`src/rtl/sha_probe_pkg.sv`:
```
// ---------------------------------------------------------------------------
// sha_probe_pkg
// Shared definitions for the SHA core latency probe:
//   - SHA_PROBE_CNT_W : default timestamp / latency width
//   - probe_state_e   : measurement FSM states (IDLE, RUN)
//   - probe_result_t  : one buffered result {sat, lat} at the default width
// Modules built with a non-default CNT_W pack the same {sat, lat} layout at
// their own width.
// ---------------------------------------------------------------------------
package sha_probe_pkg;

   localparam int SHA_PROBE_CNT_W = 30;

   typedef enum logic [0:0] {
      ST_IDLE = 1'b0,
      ST_RUN  = 1'b1
   } probe_state_e;

   typedef struct packed {
      logic                       sat;
      logic [SHA_PROBE_CNT_W-1:0] lat;
   } probe_result_t;

endpackage

```
`src/rtl/probe_fifo.sv`:
```
// ---------------------------------------------------------------------------
// probe_fifo
// Synchronous first-word-fall-through FIFO.  The head entry is visible on
// pop_data in the cycle after it is pushed.  A push into a full FIFO is
// accepted only when a pop happens in the same cycle; otherwise it is
// dropped (the caller detects this via full).
// Ports:
//   clk, rst   : clock, synchronous active-high reset (empties the FIFO)
//   push       : write push_data this cycle
//   push_data  : entry to write (WIDTH bits)
//   pop        : remove the head entry (ignored when empty)
//   pop_data   : head entry, valid while empty is low
//   full/empty : occupancy status
// Parameters: WIDTH (entry width), DEPTH (power of two, 2..16)
// ---------------------------------------------------------------------------
module probe_fifo #(
   parameter int WIDTH = 31,
   parameter int DEPTH = 4
) (
   input  logic             clk,
   input  logic             rst,
   input  logic             push,
   input  logic [WIDTH-1:0] push_data,
   input  logic             pop,
   output logic [WIDTH-1:0] pop_data,
   output logic             full,
   output logic             empty
);

   localparam int AW = (DEPTH > 1) ? $clog2(DEPTH) : 1;

   logic [WIDTH-1:0] mem_q [DEPTH];
   logic [AW-1:0]    wr_ptr_q, wr_ptr_d;
   logic [AW-1:0]    rd_ptr_q, rd_ptr_d;
   logic [AW:0]      cnt_q, cnt_d;
   logic             do_push;
   logic             do_pop;

   assign full     = (cnt_q == (AW+1)'(DEPTH));
   assign empty    = (cnt_q == '0);
   assign pop_data = mem_q[rd_ptr_q];

   // A pop frees a slot in the same cycle, so a full FIFO can still take a
   // push when it is being popped.  Pointers wrap naturally (DEPTH is 2^n).
   always_comb begin
      do_pop   = pop && !empty;
      do_push  = push && (!full || do_pop);
      wr_ptr_d = wr_ptr_q;
      rd_ptr_d = rd_ptr_q;
      cnt_d    = cnt_q;
      if (do_push) begin
         wr_ptr_d = wr_ptr_q + AW'(1);
      end
      if (do_pop) begin
         rd_ptr_d = rd_ptr_q + AW'(1);
      end
      cnt_d = cnt_q + (AW+1)'(do_push) - (AW+1)'(do_pop);
   end

   always_ff @(posedge clk) begin
      if (rst) begin
         wr_ptr_q <= '0;
         rd_ptr_q <= '0;
         cnt_q    <= '0;
      end else begin
         wr_ptr_q <= wr_ptr_d;
         rd_ptr_q <= rd_ptr_d;
         cnt_q    <= cnt_d;
      end
   end

   // Storage needs no reset: reads are only meaningful while not empty.
   always_ff @(posedge clk) begin
      if (do_push) begin
         mem_q[wr_ptr_q] <= push_data;
      end
   end

endmodule

```
`src/rtl/sha_latency_probe.sv`:
```
// ---------------------------------------------------------------------------
// sha_latency_probe
// Measures hash-core latency between a start pulse and a done pulse using an
// external free-running saturating cycle count, and buffers {sat, latency}
// results in a small FWFT FIFO for a ready/valid consumer.
// Ports:
//   clk, rst     : clock, synchronous active-high reset
//   count        : upstream saturating cycle count (CNT_W bits)
//   start, done  : one-cycle pulses from the hash core
//   out_valid    : FIFO head holds a result
//   out_ready    : consumer accepts the head
//   out_latency  : head latency (0 when out_valid is low)
//   out_sat      : head latency unreliable (counter saturated / went back)
//   busy         : measurement in progress
//   overflow     : sticky, a result was dropped on a full FIFO
//   proto_err    : sticky, start seen while already measuring
//   min_lat      : running minimum of non-sat pushed latencies
//   max_lat      : running maximum of non-sat pushed latencies
// Parameters: CNT_W (default 30), FIFO_DEPTH (power of two, 2..16)
// Optional feature: define SHA_PROBE_MINMAX_EN to build the min/max
// trackers; without it min_lat and max_lat are tied to 0.
// ---------------------------------------------------------------------------
module sha_latency_probe
   import sha_probe_pkg::*;
#(
   parameter int CNT_W      = SHA_PROBE_CNT_W,
   parameter int FIFO_DEPTH = 4
) (
   input  logic             clk,
   input  logic             rst,
   input  logic [CNT_W-1:0] count,
   input  logic             start,
   input  logic             done,
   output logic             out_valid,
   input  logic             out_ready,
   output logic [CNT_W-1:0] out_latency,
   output logic             out_sat,
   output logic             busy,
   output logic             overflow,
   output logic             proto_err,
   output logic [CNT_W-1:0] min_lat,
   output logic [CNT_W-1:0] max_lat
);

   typedef struct packed {
      logic             sat;
      logic [CNT_W-1:0] lat;
   } result_t;

   probe_state_e     state_q, state_d;
   logic [CNT_W-1:0] t0_q, t0_d;
   logic             overflow_q, overflow_d;
   logic             proto_err_q, proto_err_d;

   logic             push_req;
   result_t          push_res;
   result_t          head;
   logic             fifo_full;
   logic             fifo_empty;
   logic             pop;

   assign busy      = (state_q == ST_RUN);
   assign overflow  = overflow_q;
   assign proto_err = proto_err_q;
   assign out_valid = !fifo_empty;
   assign pop       = out_valid && out_ready;

   // The head is masked to zero while nothing is buffered so the consumer
   // never sees stale storage contents.
   assign out_latency = out_valid ? head.lat : '0;
   assign out_sat     = out_valid ? head.sat : 1'b0;

   // Latency is a modular difference; it is flagged unreliable if the
   // counter has saturated or appears to have moved backwards.
   always_comb begin
      push_res.lat = count - t0_q;
      push_res.sat = (&count) || (count < t0_q);
   end

   // Measurement FSM.  In RUN a done closes the current measurement; a start
   // in the same cycle immediately opens the next one.  A lone start in RUN
   // is a protocol error and keeps the original timestamp.  In IDLE done is
   // ignored, even when it coincides with start.
   always_comb begin
      state_d     = state_q;
      t0_d        = t0_q;
      proto_err_d = proto_err_q;
      push_req    = 1'b0;
      case (state_q)
         ST_IDLE: begin
            if (start) begin
               t0_d    = count;
               state_d = ST_RUN;
            end
         end
         ST_RUN: begin
            if (done) begin
               push_req = 1'b1;
               if (start) begin
                  t0_d = count;
               end else begin
                  state_d = ST_IDLE;
               end
            end else if (start) begin
               proto_err_d = 1'b1;
            end
         end
         default: begin
            state_d = ST_IDLE;
         end
      endcase
   end

   // A push is lost only when the FIFO is full and no pop frees a slot.
   always_comb begin
      overflow_d = overflow_q;
      if (push_req && fifo_full && !pop) begin
         overflow_d = 1'b1;
      end
   end

   always_ff @(posedge clk) begin
      if (rst) begin
         state_q     <= ST_IDLE;
         t0_q        <= '0;
         overflow_q  <= 1'b0;
         proto_err_q <= 1'b0;
      end else begin
         state_q     <= state_d;
         t0_q        <= t0_d;
         overflow_q  <= overflow_d;
         proto_err_q <= proto_err_d;
      end
   end

   probe_fifo #(
      .WIDTH (CNT_W + 1),
      .DEPTH (FIFO_DEPTH)
   ) u_fifo (
      .clk       (clk),
      .rst       (rst),
      .push      (push_req),
      .push_data (push_res),
      .pop       (pop),
      .pop_data  (head),
      .full      (fifo_full),
      .empty     (fifo_empty)
   );

`ifdef SHA_PROBE_MINMAX_EN
   logic [CNT_W-1:0] min_lat_q, min_lat_d;
   logic [CNT_W-1:0] max_lat_q, max_lat_d;

   // Statistics follow every reliable result the probe produced, including
   // ones the FIFO had to drop.
   always_comb begin
      min_lat_d = min_lat_q;
      max_lat_d = max_lat_q;
      if (push_req && !push_res.sat) begin
         if (push_res.lat < min_lat_q) begin
            min_lat_d = push_res.lat;
         end
         if (push_res.lat > max_lat_q) begin
            max_lat_d = push_res.lat;
         end
      end
   end

   always_ff @(posedge clk) begin
      if (rst) begin
         min_lat_q <= '1;
         max_lat_q <= '0;
      end else begin
         min_lat_q <= min_lat_d;
         max_lat_q <= max_lat_d;
      end
   end

   assign min_lat = min_lat_q;
   assign max_lat = max_lat_q;
`else
   assign min_lat = '0;
   assign max_lat = '0;
`endif

endmodule

```
`config.mk`:
```
export PLATFORM = sky130hd
export DESIGN_NAME = sha_latency_probe
export DESIGN_NICKNAME = d
export VERILOG_FILES = /design/src/rtl/sha_probe_pkg.sv /design/src/rtl/probe_fifo.sv /design/src/rtl/sha_latency_probe.sv
export SDC_FILE = /design/constraint.sdc
export NUM_CORES = 1
export LEC_CHECK = 0
export CORE_MARGIN = 4
export CORE_UTILIZATION = 50
export DETAILED_ROUTE_END_ITERATION = 7
export HOLD_SLACK_MARGIN = 0.12
export PLACE_DENSITY_LB_ADDON = 0.3
export SLEW_MARGIN = 15
export SYNTH_ARGS = -nofsm -noshare
export SYNTH_HDL_FRONTEND = slang
export SYNTH_SLANG_ARGS = --single-unit
```
`constraint.sdc`:
```
create_clock -name clk -period 2.7 [get_ports clk]
set_input_delay 0.405 -clock clk [delete_from_list [all_inputs] [get_ports clk]]
set_output_delay 0.405 -clock clk [all_outputs]
set_load 0.01 [all_outputs]
```
==> impl_metrics.yaml, run 1 <==
power_and_ir_drop:
  clockPowerShare_pct: 29.6
  power.density_nw_per_um2: 745
  seq_power_share_pct: 37.1
  vdd_drop_max_uv: 489
  switching_share_pct: 28.7
  combPwrFrac_pct: 33.3
  finalPower_mw: 8.19
  leakage_nw: 4.25
  switchingPower_mw: 2.35
  internal_power_mw: 5.84
detailed_routing:
  via_per_inst: 5.16
  dr.pass1.iters: 5
  routed_wl_mm: 19.0
  antenna_left: 0
  routed-via-count: 6059
  drc_errors: 0
  avgRoutedWirePerCell_um: 16.2
  dr.first_iter.drc_count: 368
timing:
  finalHoldViolCount: 0
  fmax_mhz: 382
  worst_pin_slew_ns: 0.657
  maxSlewViolCount: 0
  hold-worst-slack_ns: 0.454
  setup_viol: 0
  fin_crit_sh_pct: 96.9
  skew_ns: 0.0111
  period_needed_ns: 2.62
  slew_headroom_pct: 56.1
final_layout:
  drive_gt1_share_pct: 23.3
  stdcell_count: 1174
  syn2layout_area_growth_pct: 27.7
  nets: 1014
  multiInputGateArea_sq_um: 3610
  final_area_sq_um: 11000
  seqCellArea_sq_um: 4570
  num_antenna_cells: 0
  fill_cells: 1296
global_routing:
  met3_usage_pct: 4.19
  antenna_found_initial: 0
  grt_pass1_vias: 5967
  top_usage_layer: "met2"
  grtUsageMet2_pct: 31.2
  grt_util_met1_pct: 27.2
  grt_start_max_net_pins: 42
  grt_pass1_wl_mm: 30.5
  grt.overflow.total: 0
  grtUsageTotal_pct: 19.7
clocking:
  cts_buffer_depth: 2
  numCtsBuffers: 17
  h-tree-depth: 4
  clk_pin_slew_ns: 0.06
  cts_tree: "yes"
  cts.root.buffer_cell: "clkbuf_16"
  clock_sinks: 166
  clock_latency_ns: 0.43
synthesis:
  syn_inst: 739
  ys.flop_type: "edfxtp_1"
  synth_async_sr_flop_share_pct: 0
  synth_top_area_cell: "edfxtp_1"
  avgSynthCellArea_sq_um: 11.6
  synth_area_sq_um: 8610
  yosysSeqAreaShare_pct: 53.0
  ys_warn_count: 0
  ys_types: 56
  synth-seq-cells: 166
  yosysTopAreaCellShare_pct: 43.3
  synth-edff-count: 124
  synth_area_leaders: "edfxtp_1 (43%), dfxtp_1 (9.8%), mux4_2 (8.1%), buf_4 (5.2%), ha_1 (5.2%)"
setup_path:
  crit_required_ns: 2.30
  crit_path_start_kind: "flop"
  critPathKind: "reg2out"
  r2r_slack_ns: 0.22
  worstPathMaxFanout: 8
  rr_worst_depth: 9
  end_kind: "primary output"
  cp.arrival_ns: 2.21
die:
  num_rows: 47
  initial_core_util_pct: 51.5
  fp.coreArea_sq_um: 16700
  dieArea_sq_um: 19400
  die_h_um: 139
  dieWidth_um: 139
  io_pins: 130
placed_design:
  io_buffers: 69
  dp_hpwl_mm: 13.7
  dp_cells: 1129
  post_dp_cell_area_sq_um: 10200
  gp_congestion: 0.865
run_status:
  status: "complete, no violations"
worst_hold_path:
  hold_path_class: "reg2reg"
  hold_depth: 2
run:
  cap_violations: 0
[per-stage QoR]
step                worst slack [ns]  setup TNS (ns)  util [%]
finish                        0.0849               0      65.8
global route                -0.00967        -0.00967      65.8
CTS                         -0.00391        -0.00391      64.8
detailed placement            -0.436          -21.66      61.2
global placement              -0.375          -18.30      61.2
floorplan                      0.327               0         -
[critical path, cell delays in order (launching register included)]
cell,delay (ns)
dfxtp_4,0.43
buf_6,0.19
mux4_2,0.50
and2_1,0.18
clkdlybuf4s50_1,0.47
[cell families after synthesis]
| family | after synthesis | synth area share (%) |
|---|---|---|
| AOI/OAI and AO/OA | 125 | 9.17 |
| buffers and inverters | 127 | 8.31 |
| other | 1 | 0.0436 |
| and+or+nand+nor | 219 | 12.4 |
| muxes | 32 | 8.23 |
| adders and majority gates | 38 | 5.70 |
| xor gates and xnor gates | 31 | 3.15 |
| DFF | 166 | 53.0 |
[cell usage after synthesis, drive strengths merged (2+ instances only)]
library cell  number
and4               2
a21o               8
dfxtp             42
nand4              9
nor3               5
xor2              10
clkbuf            19
o31ai              2
a211oi             2
o211a              2
nor2b              9
xnor2             21
edfxtp           124
o21ai             17
o21bai             4
o2111ai            2
nor4               3
nor2              27
and2              41
and3               5
nand2b             4
a31oi             10
ha                36
o31a               2
inv               41
mux4              31
nand3             10
o221ai             2
or3                4
o21a               3
buf               67
a21oi             59
fa                 2
nand2             93
o211ai             4
or2                3
[metal layers]
layer	vias to the layer above	wire [um]
met4	0	358
met5	-	0
met2	180	8810
li1	2941	-
met1	2913	8820
met3	25	1040
[sequential cells by signal, indices dropped and copies added, names as in the netlist, named ones only]
register / cells
u_fifo.cnt_q: 3
u_fifo.rd_ptr_q: 2
overflow: 1
busy: 1
u_fifo.mem_q: 124
u_fifo.wr_ptr_q: 2
t0_q: 30
proto_err: 1
[timing repair]
| action | in CTS | in global routing |
|---|---|---|
| hold endpoints to repair | 0 | 0 |
| pin swaps | 0 | 3 |
| setup buffers | 0 | 12 |
| hold buffers | 0 | 0 |
| cloned | 0 | 1 |
| endpoints found under the setup margin | 26 | 53 |
| resized for setup | 9 | 12 |
[worst paths after layout]
check	from	end
setup / recovery	flop	out_latency[17]
hold / removal	t0_q[23]$_SDFFE_PP0P_	t0_q[23]$_SDFFE_PP0P_
setup reg to reg	t0_q[1]$_SDFFE_PP0P_	u_fifo.mem_q[0][25]$_DFFE_PP_
hold reg to reg	t0_q[23]$_SDFFE_PP0P_	t0_q[23]$_SDFFE_PP0P_
[power groups by stage]
stage | registers, mW | clock network [mW] | logic (mW)
after floorplan | 3.06 | 0 | 1.50
after global placement | 3.09 | 0 | 2.55
after detailed placement | 3.10 | 0 | 2.61
after CTS | 3.04 | 2.48 | 2.59
after global routing | 3.05 | 2.60 | 2.97
final | 3.04 | 2.42 | 2.73
[cell usage in the layout (no fill, tap or decap), types with 7 or more instances in the layout]
cell             Yosys  layout
buf_4               60     137
edfxtp_1           124     124
nand2_1             93      93
clkdlybuf4s50_1      0      62
conb_1               1      60
a21oi_1             57      55
and2_1              41      41
inv_1               41      41
dfxtp_1             42      41
ha_1                36      36
mux4_2              31      31
nor2_1              27      27
xnor2_1             21      18
clkbuf_16            0      18
o21ai_0             17      15
nand3_1             10      10
xor2_1              10      10
nand4_1              9       9
nor2b_1              9       8
a21o_1               8       8
a31oi_1             10       7
dlygate4sd2_1        0       7
[area by class of cell]
type,instances,area share (%)
Timing Repair Buffer,210,16.3
Tap cell,220,2.50
Multi-Input combinational cell,505,32.9
Clock inverter,14,1.49
Sequential cell,166,41.6
Inverter,41,1.40
Clock buffer,18,3.91
Power figures use the tool's default switching activity.
==> run 2, diff against run 1 <==
Settings changed: ABC_AREA from default to 1.
==> run 2 against run 1 <==
Combinational power down 3%. Largest cell class unchanged. Maximum frequency about the same. Sequential share of layout area grew 1.1 points. Design area down 2.5%. Critical path depth increased by 2.
==> impl_metrics.yaml, run 2 <==
global_routing:
  grtUsageTotal_pct: 19.5
  grt_pass1_wl_mm: 31.7
  grt_start_max_net_pins: 60
  grt_pass1_vias: 6482
  antenna_found_initial: 0
  grt.overflow.total: 0
synthesis:
  synth-edff-count: 124
  synth-seq-cells: 166
  synth_compound_area_share_pct: 9.33
  ys.flop_type: "edfxtp_1"
  avgSynthCellArea_sq_um: 8.42
  yosysSeqAreaShare_pct: 49.3
  synthAdderAreaFrac_pct: 5.29
  yosysTopAreaCellShare_pct: 40.2
  synthMuxAreaShare_pct: 0
  yosys-top-cells-count: "nor2_1 (203), nand2_1 (200), inv_1 (141)"
  synth-simple-area-share_pct: 22.2
  synth_xor_area_share_pct: 1.51
  ys_types: 34
  synth_top_family_by_area: "simple AND/OR/NAND/NOR gates"
  synth_area_sq_um: 9270
  synth_area_leaders: "edfxtp_1 (40%), dfxtp_1 (9.1%), nor2_1 (8.2%), nand2_1 (8.1%), inv_1 (5.7%)"
  synth_async_sr_flop_share_pct: 0
  syn_inst: 1101
  synth_top_area_cell: "edfxtp_1"
  yosysMostFrequentCell: "nor2_1"
  ys_warn_count: 0
setup_path:
  end_kind: "primary output"
  r2r-start: "u_fifo.cnt_q[1]$_SDFF_PP0_"
  cp.arrival_ns: 2.21
  path_cells: "inv_1, buf_4, nor2_1, o21ai_0, a21oi_1, clkdlybuf4s50_1"
  regToRegEndpoint: "u_fifo.cnt_q[2]$_SDFF_PP0_"
  critPathMaxStageDelay_ns: 0.58
  cp_slowest_cell: "clkdlybuf4s50_1"
  crit_path_start_kind: "flop"
  worstPathMaxFanout: 13
  r2r_slack_ns: 0.57
  critPathKind: "reg2out"
  crit_path_end: "out_latency[20]"
  rr_worst_depth: 9
  crit_required_ns: 2.30
timing:
  skew_ns: 0.00948
  finalHoldViolCount: 0
  setup_slack_ns: 0.0868
  maxSlewViolCount: 0
  fin_crit_sh_pct: 96.8
  rsz0062_at_grt: "yes"
  period_needed_ns: 2.61
  hold-worst-slack_ns: 0.455
  setup_viol: 0
  slew_headroom_pct: 63.4
  fmax_mhz: 383
  tns_ns: 0
  worst_pin_slew_ns: 0.548
detailed_routing:
  antenna_left: 0
  routed_wl_mm: 19.4
  via_per_inst: 4.89
  routed-via-count: 6925
  drc_errors: 0
  dr.pass1.iters: 5
  avgRoutedWirePerCell_um: 13.7
  dr.first_iter.drc_count: 334
clocking:
  numCtsBuffers: 17
  h-tree-depth: 4
  clk_pin_slew_ns: 0.06
  cts_hold_buf: 0
  cts_buffer_depth: 2
  cts.root.buffer_cell: "clkbuf_16"
  cts_tree: "yes"
  clock_latency_ns: 0.42
  ctsResizeCount: 1
  post_cts_buffers: 0
  clock_sinks: 166
die:
  dieWidth_um: 144
  dieArea_sq_um: 20800
  io_pins: 130
  initial_core_util_pct: 51.2
  num_rows: 49
  die_h_um: 144
  fp.coreArea_sq_um: 18100
placed_design:
  dp_hpwl_mm: 13.8
  dpl_worst_slack_ns: 0.0912
  gp_congestion: 0.893
  io_buffers: 69
  dp_cells: 1385
final_layout:
  drive_gt1_share_pct: 8.42
  mostFrequentLayoutCells: "nor2_1 (199), nand2_1 (199), inv_1 (141), edfxtp_1 (124), clkdlybuf4s50_1 (69)"
  stdcell_count: 1417
  syn2layout_area_growth_pct: 15.6
  top_regs: "u_fifo.mem_q x124, t0_q x30, u_fifo.cnt_q x3"
  multiInputGateArea_sq_um: 3800
  largest_reg_flops: 124
  seqCellArea_sq_um: 4570
  num_antenna_cells: 0
  fill_cells: 1582
  nets: 1248
  max_flop_register: "u_fifo.mem_q"
power_and_ir_drop:
  vdd_drop_max_uv: 454
  power.density_nw_per_um2: 756
  finalPower_mw: 8.10
  leakage_nw: 4.59
run_status:
  status: "complete, no violations"
worst_hold_path:
  hold_path_class: "reg2reg"
run:
  cap_violations: 0
run 2: cell types whose count changed in the layout (fill, tap and decap cells not counted), sizes merged, moves of 8 or more:
cell    change
and2       -40
inv       +102
o21ai      +46
nor2b       -9
a211oi     +28
mux4       -31
xnor2      -20
nand3      +27
nand2     +127
a31oi       -9
a21o        -8
buf       -121
nor2      +181
run 2: worst min-delay path by stage:
stage                                       from                     end  cells after the start
after floorplan            t0_q[10]$_SDFFE_PP0P_   t0_q[10]$_SDFFE_PP0P_                      2
after global placement    proto_err$_SDFFE_PP0P_  proto_err$_SDFFE_PP0P_                      2
after detailed placement  proto_err$_SDFFE_PP0P_  proto_err$_SDFFE_PP0P_                      2
after CTS                 proto_err$_SDFFE_PP0P_  proto_err$_SDFFE_PP0P_                      2
after global routing       t0_q[18]$_SDFFE_PP0P_   t0_q[18]$_SDFFE_PP0P_                      2
final                     proto_err$_SDFFE_PP0P_  proto_err$_SDFFE_PP0P_                      2
run 2: power breakdown:
| part | total, mW | switching (mW) | internal (mW) |
|---|---|---|---|
| sequential | 3.05 | 0.0691 | 2.98 |
| clock | 2.40 | 0.951 | 1.45 |
| combinational | 2.65 | 1.57 | 1.08 |
| total | 8.10 | 2.59 | 5.51 |
run 2: metrics by stage:
| step | area [sq um] | utilization, % |
|---|---|---|
| 2_1_floorplan | 9490 | - |
| 3_3_place_gp | 10100 | 55.8 |
| 3_5_place_dp | 10100 | 55.8 |
| 4_1_cts | 10700 | 59.1 |
| 5_1_grt | 10700 | 59.2 |
| 6_report | 10700 | 59.2 |
run 2: layout make-up:
class                           count  area share [%]
Inverter                          147            5.17
Sequential cell                   166            42.6
Tap cell                          229            2.67
Clock inverter                     13            1.44
Timing Repair Buffer               88            8.57
Clock buffer                       19            4.04
Multi-Input combinational cell    755            35.5
run 2: cells by family (layout without fill, tap and decap cells):
| logic type | Yosys count | count (layout) |
|---|---|---|
| buf+inv | 239 | 267 |
| simple gates | 488 | 488 |
| compound gates | 153 | 153 |
| xor+xnor | 16 | 16 |
| fa+ha+maj | 38 | 38 |
| flops | 166 | 166 |
| other cells | 1 | 60 |
run 2: per-layer routing:
layer	wire (um)	up-vias	GRT usage, %
met5	0	-	0
met4	223	0	5.30
met3	1030	19	3.57
met2	9030	185	32.9
met1	9100	3123	26.0
li1	-	3598	-
run 2: critical path, delay by kind of cell, from the launching register on:
family | cells | cell delay (ns)
buffers and inverters | 3 | 1.02
flip-flops | 1 | 0.34
AO/OA/AOI/OAI | 2 | 0.33
AND/OR/NAND/NOR | 1 | 0.10
==> run 3, diff against run 2 <==
Settings changed: CELL_PAD_IN_SITES_DETAIL_PLACEMENT from default to 1, CELL_PAD_IN_SITES_GLOBAL_PLACEMENT from default to 1, CORE_UTILIZATION 50 to 42.
==> run 3 against run 2 <==
Power up 3.0%. First-iteration DRC count down 5.1%. Core utilization down 9.4 points. Global-route usage up 0.78 points. Sequential cell count unchanged. Clock-buffer cell count is 1 lower. Design area grew 1.1%. Via count rose by 6.1%. Register-to-register slack got worse by 0.07 ns. Combinational power rose by 6%.
==> impl_metrics.yaml, run 3 (synthesis gave the netlist of run 2 again) <==
detailed_routing:
  drc_errors: 0
  routed.top_layer: "met4"
  wl_met3_um: 966
  met2_length_mm: 12.0
  dr.first_iter.drc_count: 317
  routedLengthMet1_mm: 10.9
  routed_wl_mm: 24.3
  routed-via-count: 7345
  dr.pass1.iters: 5
  antenna_left: 0
  avgRoutedWirePerCell_um: 16.5
  via_per_inst: 4.99
setup_path:
  path_cells: "buf_6, buf_8, nor2_1, nor2_1, o21ai_0, a21oi_1, clkdlybuf4s50_1"
  regToRegEndpoint: "u_fifo.cnt_q[2]$_SDFF_PP0_"
  worstPathMaxFanout: 20
  crit_path_start_kind: "flop"
  cp.arrival_ns: 2.18
  critPathKind: "reg2out"
  end_kind: "primary output"
  cp_slowest_cell: "clkdlybuf4s50_1"
  crit_path_end: "out_latency[10]"
  cpMostUsedCell: "nor2_1"
  r2r_slack_ns: 0.50
  critPathMaxStageDelay_ns: 0.56
  crit_required_ns: 2.30
  rr_worst_depth: 9
  r2r-start: "u_fifo.cnt_q[1]$_SDFF_PP0_"
clocking:
  clock_latency_ns: 0.43
  h-tree-depth: 4
  cts_hold_buf: 0
  clock_sinks: 166
  post_cts_buffers: 0
  clk_pin_slew_ns: 0.07
  cts_tree: "yes"
  ctsResizeCount: 2
  cts.root.buffer_cell: "clkbuf_16"
  cts_buffer_depth: 2
  numCtsBuffers: 17
timing:
  period_needed_ns: 2.58
  maxSlewViolCount: 0
  fmax_mhz: 387
  finalHoldViolCount: 0
  setup_viol: 0
  skew_ns: 0.0117
  hold-worst-slack_ns: 0.454
  fin_crit_sh_pct: 95.6
  slew_headroom_pct: 61.8
  worst_pin_slew_ns: 0.573
  tns_ns: 0
  rsz0062_at_grt: "yes"
run_status:
  status: "complete, no violations"
final_layout:
  drive_gt1_share_pct: 9.39
  multiInputGateArea_sq_um: 3810
  largest_reg_flops: 124
  mostFrequentLayoutCells: "nor2_1 (199), nand2_1 (199), inv_1 (141), edfxtp_1 (124), clkdlybuf4s50_1 (67)"
  top_regs: "u_fifo.mem_q x124, t0_q x30, u_fifo.cnt_q x3"
  num_antenna_cells: 0
  seqCellArea_sq_um: 4570
  max_flop_register: "u_fifo.mem_q"
  final_area_sq_um: 10800
  syn2layout_area_growth_pct: 16.9
  fill_cells: 2602
  nets: 1253
  stdcell_count: 1473
global_routing:
  grt_pass1_vias: 7640
  grt.overflow.total: 0
  grtUsageTotal_pct: 20.3
  grt_start_max_net_pins: 60
  antenna_found_initial: 0
  grt_pass1_wl_mm: 39.1
placed_design:
  dp_cells: 1441
  io_buffers: 69
  dp_hpwl_mm: 17.9
  post_dp_cell_area_sq_um: 10200
  gp_congestion: 0.899
die:
  dieArea_sq_um: 24500
  num_rows: 54
  fp.coreArea_sq_um: 21800
  io_pins: 130
  initial_core_util_pct: 42.6
  die_h_um: 157
  dieWidth_um: 157
power_and_ir_drop:
  power.density_nw_per_um2: 771
  finalPower_mw: 8.35
  vdd_drop_max_uv: 475
  leakage_nw: 4.64
worst_hold_path:
  min-delay-start: "proto_err$_SDFFE_PP0P_"
  hold_path_class: "reg2reg"
run:
  cap_violations: 0
## run 3: changes by cell type in the layout (fill, tap and decap cells not counted), sizes merged
cell           delta
buf               +5
dlymetal6s2s      +2
clkinv            -4
clkbuf            -1
bufinv            -1
clkinvlp          +2
clkdlybuf4s50     -2
inv               +4
## run 3: area by class of cell
type	count	area share, %
tap	280	3.23
inverter	147	5.09
clock buffer	18	4.05
sequential	166	42.1
timing repair buffer	93	8.83
clock inverter	14	1.51
multi-input combinational	755	35.1
## run 3: through the flow
stage / setup slack, ns / utilization [%]
3_5_place_dp: 0.0259 / 46.8
3_3_place_gp: 0.119 / 46.8
6_report: 0.118 / 49.8
5_1_grt: -0.0301 / 49.8
2_1_floorplan: 0.211 / -
4_1_cts: 0.0282 / 49.7
## run 3: layer usage
layer  GRT usage (%)  vias to the layer above
met1            26.0                     3518
met2            35.4                      183
met3            3.37                       36
met4            5.83                        0
li1                -                     3608
met5               0                        -
## run 3: power breakdown
| part | leakage [nW] | total [mW] | switching [mW] | internal, mW |
|---|---|---|---|---|
| combinational | 2.89 | 2.80 | 1.71 | 1.09 |
| sequential | 1.47 | 3.04 | 0.0638 | 2.98 |
| clock | 0.285 | 2.50 | 1.09 | 1.41 |
## run 3: critical path: cells and delay by family (launching register included)
family | cells | cell delay [ns]
buffers and inverters | 3 | 0.96
DFF | 1 | 0.39
AOI/OAI and AO/OA | 2 | 0.26
and+or+nand+nor | 2 | 0.14
## run 3: worst min-delay path by stage
| stage | slack (ns) | to | cells after the start |
|---|---|---|---|
| after floorplan | 0.44 | t0_q[10]$_SDFFE_PP0P_ | 2 |
| after global placement | 0.44 | proto_err$_SDFFE_PP0P_ | 2 |
| after detailed placement | 0.45 | proto_err$_SDFFE_PP0P_ | 2 |
| after CTS | 0.46 | proto_err$_SDFFE_PP0P_ | 2 |
| after global routing | 0.48 | proto_err$_SDFFE_PP0P_ | 2 |
| final | 0.45 | proto_err$_SDFFE_PP0P_ | 2 |
